[src/rtl/l15_data_ram_initiator.sv]
// Sole master of the L1.5 icache data RAM port: streams refill beats into
// consecutive line words and serves single-word lookup reads when no refill runs.
module l15_data_ram_initiator #(
  parameter int DATA_WIDTH     = 64,
  parameter int ADDR_WIDTH     = 7,
  parameter int BEATS_PER_LINE = 4,
  parameter int BE_WIDTH       = DATA_WIDTH / 8
) (
  input  logic                  clk,
  input  logic                  rst,
  input  logic                  refill_req_i,
  input  logic [ADDR_WIDTH-1:0] refill_addr_i,
  output logic                  refill_gnt_o,
  input  logic                  refill_valid_i,
  input  logic [DATA_WIDTH-1:0] refill_data_i,
  output logic                  refill_ready_o,
  output logic                  refill_done_o,
  input  logic                  rd_req_i,
  input  logic [ADDR_WIDTH-1:0] rd_addr_i,
  output logic                  rd_gnt_o,
  output logic                  rd_rvalid_o,
  output logic [DATA_WIDTH-1:0] rd_rdata_o,
  output logic                  ram_req_o,
  output logic                  ram_write_o,
  output logic [ADDR_WIDTH-1:0] ram_addr_o,
  output logic [DATA_WIDTH-1:0] ram_wdata_o,
  output logic [BE_WIDTH-1:0]   ram_be_o,
  input  logic [DATA_WIDTH-1:0] ram_rdata_i,
  output logic                  dbg_state_o
);

  // Handshakes: a refill beat transfers when refill_valid_i & refill_ready_o;
  // a read transfers when rd_req_i & rd_gnt_o and returns one cycle later with
  // rd_rvalid_o; a refill starts when refill_req_i & refill_gnt_o.

  localparam int CW = $clog2(BEATS_PER_LINE);
  localparam logic [ADDR_WIDTH-1:0] LINE_MASK = ADDR_WIDTH'(BEATS_PER_LINE - 1);
  localparam logic [CW-1:0] LAST_BEAT = CW'(BEATS_PER_LINE - 1);

  typedef enum logic {
    S_IDLE = 1'b0,
    S_FILL = 1'b1
  } state_t;

  state_t                r_state;
  state_t                w_next;
  logic [CW-1:0]         r_cnt;
  logic [ADDR_WIDTH-1:0] r_base;
  logic                  r_rvalid;
  logic                  r_done;
  logic                  w_last;

  always_comb begin
    w_next         = r_state;
    w_last         = 1'b0;
    rd_gnt_o       = 1'b0;
    refill_gnt_o   = 1'b0;
    refill_ready_o = 1'b0;
    ram_req_o      = 1'b0;
    ram_write_o    = 1'b0;
    ram_addr_o     = rd_addr_i;
    ram_wdata_o    = '0;
    ram_be_o       = '0;
    case (r_state)
      S_IDLE: begin
        rd_gnt_o     = rd_req_i;
        ram_req_o    = rd_req_i;
        refill_gnt_o = 1'b1;
        if (refill_req_i) w_next = S_FILL;
      end
      S_FILL: begin
        refill_ready_o = 1'b1;
        ram_req_o      = refill_valid_i;
        ram_write_o    = 1'b1;
        // Base has its low bits cleared, so OR never carries into the next line.
        ram_addr_o     = r_base | ADDR_WIDTH'(r_cnt);
        ram_wdata_o    = refill_data_i;
        ram_be_o       = '1;
        w_last         = refill_valid_i && (r_cnt == LAST_BEAT);
        if (w_last) w_next = S_IDLE;
      end
      default: w_next = S_IDLE;
    endcase
  end

  always_ff @(posedge clk) begin
    if (rst) begin
      r_state  <= S_IDLE;
      r_cnt    <= '0;
      r_base   <= '0;
      r_rvalid <= 1'b0;
      r_done   <= 1'b0;
    end else begin
      r_state  <= w_next;
      r_rvalid <= rd_gnt_o;
      r_done   <= w_last;
      if (r_state == S_IDLE && refill_req_i) begin
        r_base <= refill_addr_i & ~LINE_MASK;
        r_cnt  <= '0;
      end else if (r_state == S_FILL && refill_valid_i) begin
        r_cnt <= r_cnt + CW'(1);
      end
    end
  end

  assign rd_rvalid_o   = r_rvalid;
  assign rd_rdata_o    = ram_rdata_i;
  assign refill_done_o = r_done;
  assign dbg_state_o   = (r_state == S_FILL);

endmodule

[config.mk]
export PLATFORM = sky130hd
export DESIGN_NAME = l15_data_ram_initiator
export DESIGN_NICKNAME = d
export VERILOG_FILES = /design/src/rtl/l15_data_ram_initiator.sv
export SDC_FILE = /design/constraint.sdc
export NUM_CORES = 1
export LEC_CHECK = 0
export ABC_AREA = 0
export BUFFER_PORTS_ARGS = -buffer_cell sky130_fd_sc_hd__buf_2
export CAP_MARGIN = 40
export CORE_AREA = 3 3 116 118
export CTS_BUF_LIST = sky130_fd_sc_hd__clkbuf_4 sky130_fd_sc_hd__clkbuf_8
export DETAILED_ROUTE_END_ITERATION = 7
export DIE_AREA = 0 0 119 121
export PLACE_DENSITY = 0.45
export SYNTH_ARGS = -nofsm -noshare
export SYNTH_HDL_FRONTEND = slang
export SYNTH_SLANG_ARGS = --single-unit
[constraint.sdc]
create_clock -name clk -period 3.3 [get_ports clk]
set_clock_uncertainty 0.05 [all_clocks]
set_input_delay 0.33 -clock clk [delete_from_list [all_inputs] [get_ports clk]]
set_output_delay 0.33 -clock clk [all_outputs]
set_load 0.05 [all_outputs]
==> run_results.csv, run 1 <==
group,metric,value,unit
status,status,"finished, final reports clean",
setup_path,crit_path_end_kind,"primary output",
layout,layout_commonest_cell,"buf_2",
route,routedWlPerCell,12.9,um
die,core,12600,sq um
setup_path,critPathMaxStageDelay,0.59,ns
die,die_area,14400,sq um
synthesis,synth_area_leaders,"buf_4 (38%), and2_1 (27%), dfxtp_1 (14%)",
cts,root_buffer,"clkbuf_8",
setup_path,cp_cell_sequence,"buf_4 -> and2_1 -> buf_2",
placed_design,port_buffers,167,
synthesis,ys_seq_area_share,13.7,%
global_routing,overflow,0,
layout,final_util,15.6,%
setup_path,crit_type,"flop to primary output",
setup_path,crit_path_start_kind,"flop",
setup_path,cpLargestDelayFamily,"buffers and inverters",
layout,fillCellCount,1436,
setup_path,path_max_fanout,65,
route,drc,0,
power,vdd.ir_drop.worst,0.135,mV
setup_path,crit_slowest_cell,"dfxtp_2",
sta,grt_setup_unrepaired,"false",
setup_path,worst-endpoint-required,2.92,ns
sta,period_share,67.0,%
placed_design,post-dp-hpwl,5.23,mm
global_routing,antenna_found_initial,6,
layout,synthToLayoutAreaGrowth,34.0,%
sta,setup_viol,0,
cts,cts_tree,"yes",
route,drtIter0Drc,21,
layout,nets,429,
global_routing,grt_pass1_wl,8.18,mm
global_routing,grt_start_max_net_pins,66,
sta,finalHoldViolations,0,
die,io_pins,298,
cts,cts_resized,0,
route,final_antenna_net_count,0,
worst_hold_path,hp-class,"input pin to flop",
sta,fmax,452,MHz
route,vias,1487,
die,rows,41,
layout,multi_input_area,641,sq um
layout,layout_common_cells,"buf_2 (167), and2_1 (64), nor2_1 (9), dfxtp_1 (9), mux2_2 (7)",
layout,drive_gt1_share,64.5,%
setup_path,cp_num_buf_inv,2,
route,drt_first_pass_iters,4,
flow_run,cap_viol_max_count,0,
sta,final_max_slew_viol_count,0,
placed_design,place_congestion,0.658,
sta,period_needed,2.21,ns
sta,worstMarginPinSlew,0.651,ns
cts,htreeDepth,1,
cts,ctsHoldBuffers,0,
cts,clockBufferDepth,2,
cts,clk_pin_slew,0.05,ns
synthesis,ys_types,18,
synthesis,yosysTopAreaCellShare,38.1,%
synthesis,synth_nets,340,
die,die_w,119,um
cts,cts.sinks,10,
setup_path,critPathArrivalTime,1.83,ns
cts,cts-buffers-inserted,3,
layout,regArea,201,sq um
synthesis,synth_area_leader_cell,"buf_4",
synthesis,syn_inst,192,
cts,clk_latency,0.23,ns
die,die_h,121,um
global_routing,track_usage,7.37,%
sta,relSlewSlack,56.5,%
power,pwr_density_cell,336,nW/um^2
route,drt_wl_total,5.83,mm
sta,holdWs,0.286,ns
synthesis,postSynthAreaPerCell,7.60,sq um
synthesis,syn_area,1460,sq um
global_routing,grt_pass1_vias,1431,
synthesis,ys_seq_elements,10,
route,vias_per_cell,3.29,
cts,postCtsSetupRepairBufs,0,
sta,tns,0,ns
synthesis,yosysWarnings,0,
power,leakagePower,1.14,nW
die,initial_core_util,11.6,%
[stage by stage]
stage | cell area, sq um | power [mW] | worst slack, ns | cells
4_1_cts | 1950 | 0.672 | 1.04 | 451
3_5_place_dp | 1910 | 0.537 | 1.29 | 448
3_3_place_gp | 1910 | 0.534 | 1.36 | 448
6_report | 1960 | 0.657 | 1.09 | 452
2_1_floorplan | 1460 | 0.646 | 1.07 | 192
5_1_grt | 1960 | 0.700 | 0.873 | 452
[routing by layer]
metal  global-route usage, %  part of all wire [%]  vias up
met4                    2.46                   2.0        8
met3                    5.78                    18       26
met2                    10.1                    42      130
met5                       0                  0.98        -
met1                    8.62                    38      635
li1                        -                     -      688
[tightest hold or removal path: stages]
cell     delay (ns)
buf_2          0.07
mux2i_1        0.06
nor2_1         0.07
[kinds of logic after synthesis]
logic type | after synthesis | share of synthesized area (%)
buffers and inverters | 87 | 42.4
AND/OR/NAND/NOR | 78 | 31.5
multiplexers | 13 | 9.52
flip-flops | 10 | 13.7
AO/OA/AOI/OAI | 3 | 2.06
adder cells (fa/ha/maj) | 1 | 0.857
[synth_stat cells, drive strengths merged]
cell type,number
inv,3
clkbuf,3
mux2i,6
a311oi,1
nor2,9
buf,81
a211oi,1
nor3b,1
nand2,3
dfxtp,10
ha,1
nor2b,1
a32oi,1
and2,64
mux2,7
[power breakdown]
group | total [mW] | leakage [nW] | internal, mW | switching [mW]
Clock | 0.127 | 0.0216 | 0.0799 | 0.0469
Combinational | 0.394 | 1.03 | 0.108 | 0.286
Sequential | 0.136 | 0.0823 | 0.128 | 0.00820
[worst paths after layout]
kind | slack, ns | cells past startpoint | end | start
setup / recovery | 1.09 | 3 | ram_wdata_o[62] | dbg_state_o
hold / removal | 0.29 | 3 | r_base[6] | refill_addr_i[6]
setup reg to reg | 1.80 | 3 | r_base[2] | dbg_state_o
hold reg to reg | 0.45 | 2 | r_base[6] | r_base[6]
[flip-flops by register name, indices dropped and copies added, names as in the netlist]
| name | flops |
|---|---|
| r_base | 5 |
| r_cnt | 2 |
| dbg_state_o | 1 |
| rd_rvalid_o | 1 |
| refill_done_o | 1 |
[cell type report]
class                           instances  share of cell area (%)
Timing Repair Buffer                  168                    43.1
Multi-Input combinational cell         95                    32.8
Tap cell                              172                    11.0
Sequential cell                        10                    10.3
Clock buffer                            3                    2.11
Inverter                                3                   0.576
Antenna cell                            1                   0.128
No activity file was read; power rests on OpenSTA's default activity.
==> run 2, diff against run 1 <==
Settings changed: CORE_AREA 3 3 116 118 to 3 3 113 115, DIE_AREA 0 0 119 121 to 0 0 116 118, PLACE_DENSITY 0.45 to 0.47.
Clock period 3.3 ns to 2.1 ns, I/O delays scaled along.
==> run 2 against run 1 <==
  * Critical path depth did not move
  * Wire length fell by 26%
  * First-iteration DRC count rose by 19%
  * Combinational power rose by 59%
  * Final cell count fell by 5.5%
  * Non-clock buffer count rose by 1
  * Die area fell by 4.9%
  * Global-route usage fell by 1.9 points
  * Clock power rose by 52%
  * Worst hold slack got worse by 0.12 ns
  * Count of clock-buffer cells in the layout did not move
  * Register-to-register slack got worse by 0.97 ns
==> run_results.csv, run 2 (synthesis gave the netlist of run 1 again) <==
group,metric,value,unit
status,status,"finished, final reports clean",
cts,clockBufferDepth,2,
setup_path,path_max_fanout,89,
sta,period_share,80.9,%
sta,grt_setup_unrepaired,"false",
layout,largest_reg_flops,5,
sta,relSlewSlack,80.8,%
route,drt_first_pass_iters,3,
setup_path,cpLargestDelayFamily,"buffers and inverters",
sta,finalWorstSetupSlack,0.402,ns
placed_design,place_congestion,0.678,
global_routing,track_usage,5.50,%
layout,nets,430,
global_routing,grt_pass1_wl,6.35,mm
sta,period_needed,1.70,ns
sta,fmax,589,MHz
layout,synthToLayoutAreaGrowth,33.1,%
cts,cts-buffers-inserted,3,
cts,postCtsSetupRepairBufs,0,
die,die_h,118,um
cts,cts.sinks,10,
global_routing,grt_pass1_vias,1372,
layout,final_cells,427,
route,drt_wl_total,4.31,mm
placed_design,pre_cts_slack,0.655,ns
setup_path,crit_slowest_cell,"mux2_2",
sta,tns,0,ns
cts,clk_pin_slew,0.05,ns
power,pwr_density_cell,528,nW/um^2
die,core,11900,sq um
die,die_w,116,um
sta,setup_viol,0,
layout,reg_top3,"r_base x5, r_cnt x2",
layout,drive_gt1_share,64.6,%
layout,diodes,0,
setup_path,crit_type,"flop to primary output",
sta,final_max_slew_viol_count,0,
power,leakagePower,1.15,nW
sta,worstMarginPinSlew,0.288,ns
sta,finalHoldViolations,0,
layout,top_register,"r_base",
setup_path,cp_cell_sequence,"buf_12 -> mux2_2 -> buf_2",
setup_path,crit_path_end_kind,"primary output",
route,routedWlPerCell,10.1,um
layout,layout_commonest_cell,"buf_2",
route,vias,1389,
route,vias_per_cell,3.25,
die,die_area,13700,sq um
route,drtIter0Drc,25,
cts,cts_tree,"yes",
global_routing,antenna_found_initial,0,
die,io_pins,298,
power,finalPower,1.03,mW
cts,root_buffer,"clkbuf_8",
placed_design,dp.cells,424,
sta,holdWs,0.168,ns
power,vdd.ir_drop.worst,0.259,mV
setup_path,critPathArrivalTime,1.44,ns
cts,htreeDepth,1,
route,final_antenna_net_count,0,
die,rows,40,
placed_design,post-dp-hpwl,3.60,mm
flow_run,cap_viol_max_count,0,
cts,cts_resized,0,
setup_path,worst-endpoint-required,1.84,ns
setup_path,crit_path_start_kind,"flop",
setup_path,critPathMaxStageDelay,0.37,ns
placed_design,port_buffers,167,
global_routing,grt_start_max_net_pins,90,
layout,layout_common_cells,"buf_2 (167), and2_1 (64), nor2_1 (9), dfxtp_1 (9), mux2_2 (7)",
cts,clk_latency,0.23,ns
cts,ctsHoldBuffers,0,
route,drc,0,
die,initial_core_util,12.2,%
setup_path,cp_num_buf_inv,2,
global_routing,overflow,0,
worst_hold_path,hp-class,"input pin to flop",
## run 2: cell types whose count changed in the layout (fill, tap and decap cells not counted), sizes merged
cell   previous run  this run
diode             1         0
buf             168       169
## run 2: per-layer routing
metal | track usage, % | wire (um)
met5 | 0 | 0
met4 | 2.61 | 82
met3 | 1.70 | 475
met2 | 9.35 | 2010
met1 | 6.14 | 1740
## run 2: path summary, 6_finish.rpt
path	start	endpoint	slack [ns]	cells past startpoint
setup / recovery	dbg_state_o	ram_addr_o[6]	0.40	3
hold / removal	refill_valid_i	dbg_state_o	0.17	2
setup reg to reg	dbg_state_o	r_cnt[0]	0.83	4
hold reg to reg	r_base[3]	r_base[3]	0.44	2
## run 2: metrics by stage
stage          cell area [sq um]  util [%]
6_report                    1940      16.3
3_5_place_dp                1900      16.0
4_1_cts                     1940      16.3
2_1_floorplan               1460         -
5_1_grt                     1940      16.3
3_3_place_gp                1900      16.0
## run 2: area by class of cell
cell class / instances / area (sq um)
timing repair buffer: 169 / 863
fill: 1362 / 9970
clock buffer: 3 / 41.3
multi-input combinational: 95 / 641
tap: 147 / 184
inverter: 3 / 11.3
sequential: 10 / 201
## run 2: power breakdown
group          total, mW  switching [mW]  leakage (nW)  internal, mW
Clock              0.193          0.0683        0.0216         0.125
Sequential         0.206         0.00517        0.0823         0.200
Combinational      0.627           0.452          1.04         0.174
## run 2: worst reg2reg max path: stages, from the launching register on
cell      delay (ns)
dfxtp_2         0.33
buf_12          0.24
mux2i_1         0.31
nor2_1          0.08
a211oi_2        0.18
